## src/rtl/stb_readout_sequencer.sv

```systemverilog
// ============================================================================
// Module   : stb_readout_sequencer
// Brief    : Runs one StreamTraceBuffer capture/readout cycle. It writes the
//            control word, polls status until the trigger-event bit is set,
//            then drains DEPTH data words into a ready/valid stream with LAST.
// Options  : `define STB_TIMEOUT_EN adds a status-poll timeout of
//            TIMEOUT_CYCLES cycles with a TIMEOUT_O pulse.
// Revision : 1.0 - initial release
// ============================================================================
`default_nettype none

module stb_readout_sequencer #(
    parameter int CTRL_W         = 32,
    parameter int STAT_W         = 32,
    parameter int DATA_W         = 32,
    parameter int DEPTH          = 16,
    parameter int EVENT_BIT      = 0,
    parameter int TIMEOUT_CYCLES = 1024
) (
    input  logic              CLK_I,
    input  logic              RST_I,
    input  logic              START_I,
    input  logic              ABORT_I,
    input  logic [CTRL_W-1:0] CONFIG_I,
    output logic              BUSY_O,
    output logic              DONE_O,
    output logic              ABORTED_O,
    output logic              TIMEOUT_O,
    output logic              CONTROL_VALID_O,
    input  logic              CONTROL_READY_I,
    output logic [CTRL_W-1:0] CONTROL_O,
    output logic              STATUS_READY_O,
    input  logic              STATUS_VALID_I,
    input  logic [STAT_W-1:0] STATUS_I,
    output logic              DATA_READY_O,
    input  logic              DATA_VALID_I,
    input  logic [DATA_W-1:0] DATA_I,
    output logic              OUT_VALID_O,
    input  logic              OUT_READY_I,
    output logic [DATA_W-1:0] OUT_DATA_O,
    output logic              OUT_LAST_O
);

    // Word counter saturates at DEPTH, so it needs to represent DEPTH itself.
    localparam int               CNT_W   = $clog2(DEPTH + 1);
    localparam logic [CNT_W-1:0] DEPTH_C = CNT_W'(DEPTH);
    localparam logic [CNT_W-1:0] LAST_C  = CNT_W'(DEPTH - 1);

    localparam logic [2:0] ST_IDLE    = 3'd0;
    localparam logic [2:0] ST_CONFIG  = 3'd1;
    localparam logic [2:0] ST_POLL    = 3'd2;
    localparam logic [2:0] ST_READOUT = 3'd3;
    localparam logic [2:0] ST_FINISH  = 3'd4;

    logic [2:0]        state_q, state_d;
    logic [CTRL_W-1:0] control_q;
    logic [CNT_W-1:0]  rx_cnt_q;
    logic              out_valid_q;
    logic [DATA_W-1:0] out_data_q;
    logic              out_last_q;
    logic              aborted_q;

    logic w_ctrl_hs;
    logic w_event_hs;
    logic w_data_hs;
    logic w_out_hs;
    logic w_abort;
    logic w_timeout_hit;
    logic w_unused_status;

    assign w_ctrl_hs  = CONTROL_VALID_O & CONTROL_READY_I;
    assign w_event_hs = STATUS_READY_O & STATUS_VALID_I & STATUS_I[EVENT_BIT];
    assign w_data_hs  = DATA_READY_O & DATA_VALID_I;
    assign w_out_hs   = out_valid_q & OUT_READY_I;
    // Abort only acts on a running sequence; in IDLE it is ignored.
    assign w_abort    = ABORT_I & (state_q != ST_IDLE);

    // Only the event bit of the status word carries meaning here.
    assign w_unused_status = ^STATUS_I;

`ifdef STB_TIMEOUT_EN
    localparam int              TO_W    = $clog2(TIMEOUT_CYCLES + 1);
    localparam logic [TO_W-1:0] TO_LAST = TO_W'(TIMEOUT_CYCLES - 1);

    logic [TO_W-1:0] poll_cnt_q;
    logic            timeout_q;

    // Terminal poll cycle; a qualifying status in the same cycle wins.
    assign w_timeout_hit = (state_q == ST_POLL) && (poll_cnt_q == TO_LAST) && !w_event_hs;

    // Poll cycle counter: held at zero outside POLL, so it restarts on entry.
    always_ff @(posedge CLK_I) begin
        if (RST_I || (state_q != ST_POLL)) begin
            poll_cnt_q <= '0;
        end else begin
            poll_cnt_q <= poll_cnt_q + TO_W'(1);
        end
    end

    // One-cycle timeout pulse; an abort in the same cycle reports as abort.
    always_ff @(posedge CLK_I) begin
        if (RST_I) begin
            timeout_q <= 1'b0;
        end else begin
            timeout_q <= w_timeout_hit & ~w_abort;
        end
    end

    assign TIMEOUT_O = timeout_q;
`else
    assign w_timeout_hit = 1'b0;
    assign TIMEOUT_O     = 1'b0;
`endif

    // State register.
    always_ff @(posedge CLK_I) begin
        if (RST_I) begin
            state_q <= ST_IDLE;
        end else begin
            state_q <= state_d;
        end
    end

    // Next-state logic; abort overrides every handshake in the same cycle.
    always_comb begin
        state_d = state_q;
        case (state_q)
            ST_IDLE: begin
                if (START_I) state_d = ST_CONFIG;
            end
            ST_CONFIG: begin
                if (w_abort)        state_d = ST_IDLE;
                else if (w_ctrl_hs) state_d = ST_POLL;
            end
            ST_POLL: begin
                if (w_abort)            state_d = ST_IDLE;
                else if (w_event_hs)    state_d = ST_READOUT;
                else if (w_timeout_hit) state_d = ST_IDLE;
            end
            ST_READOUT: begin
                if (w_abort)                     state_d = ST_IDLE;
                else if (w_out_hs && out_last_q) state_d = ST_FINISH;
            end
            ST_FINISH: begin
                state_d = ST_IDLE;
            end
            default: state_d = ST_IDLE;
        endcase
    end

    // Per-state channel strobes; data ready lets a new word in as the old one leaves.
    always_comb begin
        BUSY_O          = (state_q != ST_IDLE);
        DONE_O          = (state_q == ST_FINISH);
        CONTROL_VALID_O = (state_q == ST_CONFIG);
        STATUS_READY_O  = (state_q == ST_POLL);
        DATA_READY_O    = (state_q == ST_READOUT) && (rx_cnt_q < DEPTH_C) &&
                          (!out_valid_q || OUT_READY_I);
    end

    // Control word latch, captured only when a start is accepted in IDLE.
    always_ff @(posedge CLK_I) begin
        if (RST_I) begin
            control_q <= '0;
        end else if ((state_q == ST_IDLE) && START_I) begin
            control_q <= CONFIG_I;
        end
    end

    // Single-entry output register and received-word counter.
    always_ff @(posedge CLK_I) begin
        if (RST_I || w_abort || (state_q == ST_IDLE) || (state_q == ST_FINISH)) begin
            rx_cnt_q    <= '0;
            out_valid_q <= 1'b0;
            out_data_q  <= '0;
            out_last_q  <= 1'b0;
        end else if (state_q == ST_READOUT) begin
            if (w_data_hs) begin
                out_valid_q <= 1'b1;
                out_data_q  <= DATA_I;
                out_last_q  <= (rx_cnt_q == LAST_C);
                rx_cnt_q    <= rx_cnt_q + CNT_W'(1);
            end else if (w_out_hs) begin
                out_valid_q <= 1'b0;
                out_last_q  <= 1'b0;
            end
        end
    end

    // One-cycle abort pulse, raised the cycle the sequence returns to IDLE.
    always_ff @(posedge CLK_I) begin
        if (RST_I) begin
            aborted_q <= 1'b0;
        end else begin
            aborted_q <= w_abort;
        end
    end

    assign ABORTED_O   = aborted_q;
    assign CONTROL_O   = control_q;
    assign OUT_VALID_O = out_valid_q;
    assign OUT_DATA_O  = out_data_q;
    assign OUT_LAST_O  = out_last_q;

endmodule

`default_nettype wire
```

## config.mk

```make
export PLATFORM = sky130hd
export DESIGN_NAME = stb_readout_sequencer
export DESIGN_NICKNAME = d
export VERILOG_FILES = /design/src/rtl/stb_readout_sequencer.sv
export SDC_FILE = /design/constraint.sdc
export NUM_CORES = 1
export LEC_CHECK = 0
export ABC_CLOCK_PERIOD_IN_PS = 2300
export BUFFER_PORTS_ARGS = -buffer_cell sky130_fd_sc_hd__buf_2
export CAP_MARGIN = 20
export CORE_MARGIN = 1.5
export CORE_UTILIZATION = 40
export CTS_CLUSTER_DIAMETER = 100
export DETAILED_ROUTE_END_ITERATION = 7
export PLACE_DENSITY = 0.73
export SLEW_MARGIN = 10
export SYNTH_ARGS = -nofsm -noshare
export SYNTH_HDL_FRONTEND = slang
export SYNTH_SLANG_ARGS = --single-unit
```

## constraint.sdc

```tcl
create_clock -name CLK_I -period 2.3 [get_ports CLK_I]
set_input_delay 0.345 -clock CLK_I [delete_from_list [all_inputs] [get_ports CLK_I]]
set_output_delay 0.345 -clock CLK_I [all_outputs]
set_load 0.02 [all_outputs]
```

==> flow_summary.yaml, run 1 <==
status:
  outcome: "complete, no violations"
synth:
  synth-compound-area-share: 0.203
  syn_nets: 477
  synth-edff-count: 0
  synth_top_family_by_area: "simple AND/OR/NAND/NOR gates"
  yosys.area_share.simple: 0.230
  synthTopCellsByArea: "dfxtp_1 (48%), a21oi_1 (11%), o31ai_1 (8.1%), nand2_1 (8.0%), nand4_1 (6.9%)"
  yosysTopAreaCellShare: 0.475
  ys_seq_elements: 75
  yosys.area.top_type: "dfxtp_1"
  synthAdderAreaFrac: 0.00792
  synth.area.mux_share: 0.00633
  synthDistinctLibCells: 39
  synth_xor_xnor_area_share: 0
  yosys_warnings: 0
  synthCells: 371
  ys_top_cells_by_count: "dfxtp_1 (75), a21oi_1 (69), nand2_1 (67)"
  synthArstFlopShare: 0
  synth_flop_cell: "dfxtp_1"
  avgSynthCellArea_um2: 8.52
  yosysSeqAreaShare: 0.475
  synthesis.area_mm2: 0.00316
  yosysMostFrequentCell: "dfxtp_1"
cts:
  cts_sinks: 75
  cts_max_level: 3
  cts_tree: "done"
  root_buffer: "clkbuf_8"
  cts_post_setup_buffers_inserted: 0
  cts_resized: 0
  cts_made_buffers: 9
  hold_buffers: 0
  clk_pin_slew_ns: 0.08
  cts_buffer_depth: 2
  clock_latency_ns: 0.34
timing:
  slew_headroom: 0.629
  rsz0062_at_grt: "no"
  fin_worst_skew_ns: 0.0108
  max_slew.worst_pin.slew_ns: 0.556
  tns_ns: 0
  setup_violations: 0
  holdWs_ns: 0.229
  finalHoldViolCount: 0
  fin_ws_ns: 0.247
  fmax_ghz: 0.487
  post-route-period-util: 0.893
  slew_violations: 0
  fin_crit_ns: 2.05
routing:
  wl_um: 8570
  drt_first_pass_iters: 4
  first_iter_violations: 145
  drtAntennaViolNets: 0
  vias: 3254
  drt-wirelength-per-cell_um: 14.2
  drc_errors: 0
  vias_per_cell: 5.39
floorplanning:
  fp-row-count: 32
  die_x_um: 91.9
  io_pins: 177
  die_area_mm2: 0.00844
  die_y_um: 91.9
  core_mm2: 0.00769
  start_util: 0.411
critical_path:
  path_max_fanout: 25
  endpoint_kind: "output port"
  cp-start-kind: "register"
  required_ns: 1.96
  crit_type: "register to output port"
  worstPathArrival_ns: 1.71
global_route:
  overflow: 0
  track_usage: 0.201
  antenna_found_initial: 0
  grt_pass1_vias: 2981
  grt_max_degree: 39
  grt_pass1_wl_um: 13800
pwr:
  p_leak_nw: 1.80
  vdd_drop_max_uv: 295
  power_density_mw_per_mm2: 692
  p_total_mw: 2.86
final_layout:
  area_delta_synth_final_pct: 30.8
  final_util: 0.538
  diodes: 0
  post-route-cell-area_mm2: 0.00414
  stdcell_count: 604
  drive_gt1_frac: 0.355
  fin_nets: 603
  fill_cells: 766
placed_design:
  place_inst: 588
  post-dp-hpwl_um: 5740
  portBuffers: 144
  dp_slack_ns: 0.566
  gp_congestion: 0.748
  placed_cell_area_mm2: 0.00389
worst_hold_path:
  hold_class: "input pin to register"
job:
  drv_cap: 0
layout make-up:
cell class | count | area (um2) | area share
clock buffers | 9 | 124 | 0.0300
clock inverters | 7 | 116 | 0.0281
inverters | 3 | 11.3 | 0.00272
multi-input cells | 251 | 1420 | 0.344
flip-flops and latches | 75 | 1500 | 0.363
well taps | 102 | 128 | 0.0309
repair buffers | 157 | 831 | 0.201
cell usage in the layout, fill, tap and decap left out, types with 2 or more instances in the layout:
master / n
nand4_1: 35
nand3b_1: 2
nand2_1: 67
and3_1: 2
dfxtp_1: 75
mux2i_1: 2
buf_2: 144
nand2b_1: 4
inv_1: 3
nand3_1: 5
clkinv_2: 2
or4_1: 3
ha_1: 2
a21oi_1: 69
nor2b_2: 2
bufinv_16: 3
a31oi_1: 2
nor2_1: 3
o31ai_1: 34
and3b_1: 2
clkbuf_8: 9
buf_4: 12
sequential cells by signal (all words and copies together) (netlist names):
name         cells
ABORTED_O        1
CONTROL_O       32
OUT_DATA_O      32
OUT_LAST_O       1
OUT_VALID_O      1
rx_cnt_q         5
state_q          3
metal layers:
metal	wire, um	GRT usage
met5	0	0
met4	143	0.0846
met3	691	0.0547
met2	3990	0.325
met1	3750	0.250
critical path, cell delays in order (launching register included):
cell and delay, ns:
dfxtp_1 0.58, nand3b_4 0.34, nor3_1 0.25, buf_2 0.20
final timing paths:
kind                               from                         end  slack (ns)  cells after the start
max             state_q[0]$_SDFFE_PP0P_                DATA_READY_O        0.25                      3
min                        CONFIG_I[14]  CONTROL_O[14]$_SDFFE_PP0P_        0.23                      3
max reg2reg     state_q[0]$_SDFFE_PP0P_    rx_cnt_q[3]$_SDFFE_PP0P_        0.55                      3
min reg2reg  CONTROL_O[31]$_SDFFE_PP0P_  CONTROL_O[31]$_SDFFE_PP0P_        0.46                      2
power by group:
part / switching [mW] / leakage (nW) / internal (mW)
combinational: 0.184 / 1.07 / 0.114
sequential: 0.0222 / 0.609 / 1.34
clock: 0.489 / 0.119 / 0.719
total: 0.695 / 1.80 / 2.17
cell families after synthesis:
family	Yosys count
mux	2
fa+ha+maj	2
buf+inv	45
other cells	1
compound gates	109
simple gates	137
flops	75
(Power assumes the default switching activity.)
==> inputs of run 2 (changes only) <==
--- a/config.mk
+++ b/config.mk
@@ -8,6 +8,7 @@
 export ABC_CLOCK_PERIOD_IN_PS = 2300
 export BUFFER_PORTS_ARGS = -buffer_cell sky130_fd_sc_hd__buf_2
 export CAP_MARGIN = 20
+export CORE_ASPECT_RATIO = 1.2
 export CORE_MARGIN = 1.5
 export CORE_UTILIZATION = 40
 export CTS_CLUSTER_DIAMETER = 100
==> flow_summary.yaml, run 2 (same netlist as run 1, synthesis figures left out) <==
status:
  outcome: "complete, no violations"
floorplanning:
  die_x_um: 84.1
  io_pins: 177
  start_util: 0.412
  core_mm2: 0.00766
  die_y_um: 100
  die_area_mm2: 0.00845
  fp-row-count: 35
timing:
  rsz0062_at_grt: "no"
  max_slew.worst_pin.slew_ns: 0.544
  fin_crit_ns: 1.98
  holdWs_ns: 0.234
  fin_worst_skew_ns: 0.00828
  tns_ns: 0
  slew_headroom: 0.638
  finalHoldViolCount: 0
  setup_violations: 0
  post-route-period-util: 0.860
  fmax_ghz: 0.506
  fin_ws_ns: 0.323
  slew_violations: 0
placed_design:
  gp_congestion: 0.763
  place_inst: 576
  placed_cell_area_mm2: 0.00388
  portBuffers: 144
  post-dp-hpwl_um: 5880
  dp_slack_ns: 0.521
pwr:
  p_leak_nw: 1.77
  p_total_mw: 2.65
  vdd_drop_max_uv: 310
  power_density_mw_per_mm2: 651
global_route:
  antenna_found_initial: 0
  grt_pass1_vias: 3086
  track_usage: 0.205
  grt_pass1_wl_um: 14000
  grt_max_degree: 38
  overflow: 0
critical_path:
  critPathMaxStageDelay_ns: 0.58
  worstPathArrival_ns: 1.63
  crit_type: "register to output port"
  endpoint_kind: "output port"
  required_ns: 1.96
  cp-start-kind: "register"
  slowest_stage: "dfxtp_1"
  path_max_fanout: 17
  crit_chain: "nand3b_4 > nor3_1 > buf_2"
worst_hold_path:
  hold_class: "input pin to register"
final_layout:
  diodes: 0
  final_cell_mix: "buf_2 (144), dfxtp_1 (75), a21oi_1 (69)"
  stdcell_count: 591
  post-route-cell-area_mm2: 0.00407
  drive_gt1_frac: 0.347
  fin_nets: 601
  final_util: 0.532
  final_common_cell: "buf_2"
  area_delta_synth_final_pct: 28.9
routing:
  drc_errors: 0
  wl_um: 8690
  drtAntennaViolNets: 0
  drt-wirelength-per-cell_um: 14.7
  first_iter_violations: 108
  drt_first_pass_iters: 4
  vias_per_cell: 5.52
  vias: 3265
cts:
  root_buffer: "clkbuf_8"
  clock_latency_ns: 0.34
  clk_pin_slew_ns: 0.07
  cts_made_buffers: 9
  cts_resized: 0
  cts_sinks: 75
  cts_buffer_depth: 2
  cts_tree: "done"
  hold_buffers: 0
  cts_max_level: 3
  cts_post_setup_buffers_inserted: 0
job:
  drv_cap: 0
## run 2: report_power, final
| group | total [mW] | internal (mW) | switching (mW) | leakage [nW] |
|---|---|---|---|---|
| clock | 0.998 | 0.554 | 0.444 | 0.0995 |
| combinational | 0.295 | 0.112 | 0.183 | 1.06 |
| sequential | 1.36 | 1.34 | 0.0218 | 0.609 |
| total | 2.65 | 2.00 | 0.649 | 1.77 |
## run 2: area by class of cell
class                           count  area, um2
Clock buffer                       13        159
Sequential cell                    75       1500
Multi-Input combinational cell    251       1420
Clock inverter                      2       35.0
Tap cell                           92        115
Fill cell                         726       3590
Timing Repair Buffer              155        828
Inverter                            3       11.3
## run 2: worst max-delay path: cells and delay by family, from the launching register on
kind | cells | cell delay, ns
AND/OR/NAND/NOR | 2 | 0.51
buffers and inverters | 1 | 0.20
flip-flops | 1 | 0.58
## run 2: worst paths after layout
check	start	end	slack (ns)	cells after the start
worst max-delay path	state_q[0]$_SDFFE_PP0P_	DATA_READY_O	0.32	3
worst min-delay path	ABORT_I	state_q[1]$_SDFFE_PP0P_	0.23	2
worst min register to register	CONTROL_O[1]$_SDFFE_PP0P_	CONTROL_O[1]$_SDFFE_PP0P_	0.45	2
worst max register to register	state_q[1]$_SDFFE_PP0P_	OUT_DATA_O[1]$_SDFFE_PP0P_	0.53	4
## run 2: per-layer routing
layer / vias to the layer above / wire length (um) / part of all wire / GRT usage
li1: 1581 / - / - / -
met2: 148 / 4050 / 0.47 / 0.348
met5: - / 0 / 0 / 0
met1: 1525 / 3740 / 0.43 / 0.241
met4: 0 / 107 / 0.012 / 0.0832
met3: 11 / 800 / 0.092 / 0.0641
==> inputs of run 3 (changes only) <==
--- a/config.mk
+++ b/config.mk
@@ -5,7 +5,7 @@
 export SDC_FILE = /design/constraint.sdc
 export NUM_CORES = 1
 export LEC_CHECK = 0
-export ABC_CLOCK_PERIOD_IN_PS = 2300
+export ABC_CLOCK_PERIOD_IN_PS = 2400
 export BUFFER_PORTS_ARGS = -buffer_cell sky130_fd_sc_hd__buf_2
 export CAP_MARGIN = 20
 export CORE_ASPECT_RATIO = 1.2
==> constraint.sdc (replaced) <==
create_clock -name CLK_I -period 2.4 [get_ports CLK_I]
set_input_delay 0.36 -clock CLK_I [delete_from_list [all_inputs] [get_ports CLK_I]]
set_output_delay 0.36 -clock CLK_I [all_outputs]
set_load 0.02 [all_outputs]
==> flow_summary.yaml, run 3 (same netlist as run 1, synthesis figures left out) <==
cts:
  cts_tree: "done"
  root_buffer: "clkbuf_8"
  cts_sinks: 75
  cts_resized: 0
  clk_pin_slew_ns: 0.07
  clock_latency_ns: 0.35
  hold_buffers: 0
  cts_buffer_depth: 2
  cts_made_buffers: 9
  cts_max_level: 3
  cts_post_setup_buffers_inserted: 0
pwr:
  p_leak_nw: 1.78
  p_total_mw: 2.60
  power_density_mw_per_mm2: 637
  vdd_drop_max_uv: 339
global_route:
  grt_max_degree: 38
  grt_pass1_vias: 2985
  grt_pass1_wl_um: 13800
  antenna_found_initial: 0
  overflow: 0
  track_usage: 0.200
critical_path:
  required_ns: 2.04
  crit_chain: "nand3b_4 > nor3_1 > buf_2"
  cp.buffers_inverters: 1
  cp_top_family: "flip-flops"
  r2r-start: "state_q[0]$_SDFFE_PP0P_"
  critPathMaxStageDelay_ns: 0.58
  crit_type: "register to output port"
  setup.worst_path.start: "state_q[0]$_SDFFE_PP0P_"
  slowest_stage: "dfxtp_1"
  cp-start-kind: "register"
  endpoint_kind: "output port"
  worstPathArrival_ns: 1.68
  path_max_fanout: 22
timing:
  slew_violations: 0
  finalHoldViolCount: 0
  setup_violations: 0
  fin_crit_ns: 2.04
  holdWs_ns: 0.244
  fmax_ghz: 0.491
  rsz0062_at_grt: "no"
  post-route-period-util: 0.849
  tns_ns: 0
  fin_ws_ns: 0.363
  fin_worst_skew_ns: 0.00638
  max_slew.worst_pin.slew_ns: 0.709
  slew_headroom: 0.527
routing:
  vias: 3186
  drt-wirelength-per-cell_um: 14.3
  first_iter_violations: 69
  drc_errors: 0
  drt_first_pass_iters: 4
  wl_um: 8460
  drtAntennaViolNets: 0
  vias_per_cell: 5.37
final_layout:
  drive_gt1_frac: 0.353
  fin_nets: 602
  final_cell_mix: "buf_2 (144), dfxtp_1 (75), a21oi_1 (69)"
  final_common_cell: "buf_2"
  final_util: 0.532
  diodes: 0
  area_delta_synth_final_pct: 28.9
worst_hold_path:
  hold_class: "input pin to register"
  hp-start: "ABORT_I"
placed_design:
  post-dp-hpwl_um: 5770
  gp_congestion: 0.792
  portBuffers: 144
  dp_slack_ns: 0.678
floorplanning:
  die_x_um: 84.1
  fp-row-count: 35
  core_mm2: 0.00766
  start_util: 0.412
  io_pins: 177
  die_y_um: 100
  die_area_mm2: 0.00845
job:
  drv_cap: 0
status:
  outcome: "complete, no violations"
run 3: cell types whose count changed in the layout (fill, tap and decap cells not counted):
cell,before,now
buf_12,2,0
clkinvlp_4,0,1
buf_4,9,12
clkinv_2,1,2
clkbuf_1,2,0
clkbuf_8,11,12
run 3: layout make-up:
| class | count | area (um2) |
|---|---|---|
| flip-flops and latches | 75 | 1500 |
| repair buffers | 156 | 811 |
| clock buffers | 12 | 165 |
| multi-input cells | 251 | 1420 |
| clock inverters | 4 | 47.5 |
| well taps | 92 | 115 |
| inverters | 3 | 11.3 |
| fillers | 729 | 3590 |
run 3: path summary, 6_finish.rpt:
path                           endpoint  slack, ns  cells past startpoint
min reg2reg  CONTROL_O[15]$_SDFFE_PP0P_       0.45                      2
max                        DATA_READY_O       0.36                      3
max reg2reg  OUT_DATA_O[9]$_SDFFE_PP0P_       0.67                      4
min             state_q[1]$_SDFFE_PP0P_       0.24                      2
run 3: power by group:
part / switching, mW / internal, mW
clock network: 0.450 / 0.562
logic: 0.175 / 0.107
registers: 0.0210 / 1.28
run 3: metrics by stage:
step	cells	area [um2]
finish	593	4080
global route	593	4080
CTS	593	4080
detailed placement	577	3860
global placement	577	3860
floorplan	371	3160
run 3: layer usage:
layer	vias up	track usage	wire length (um)
li1	1583	-	-
met1	1448	0.248	3720
met2	144	0.325	3820
met3	11	0.0576	792
met4	0	0.0845	131
met5	-	0	0
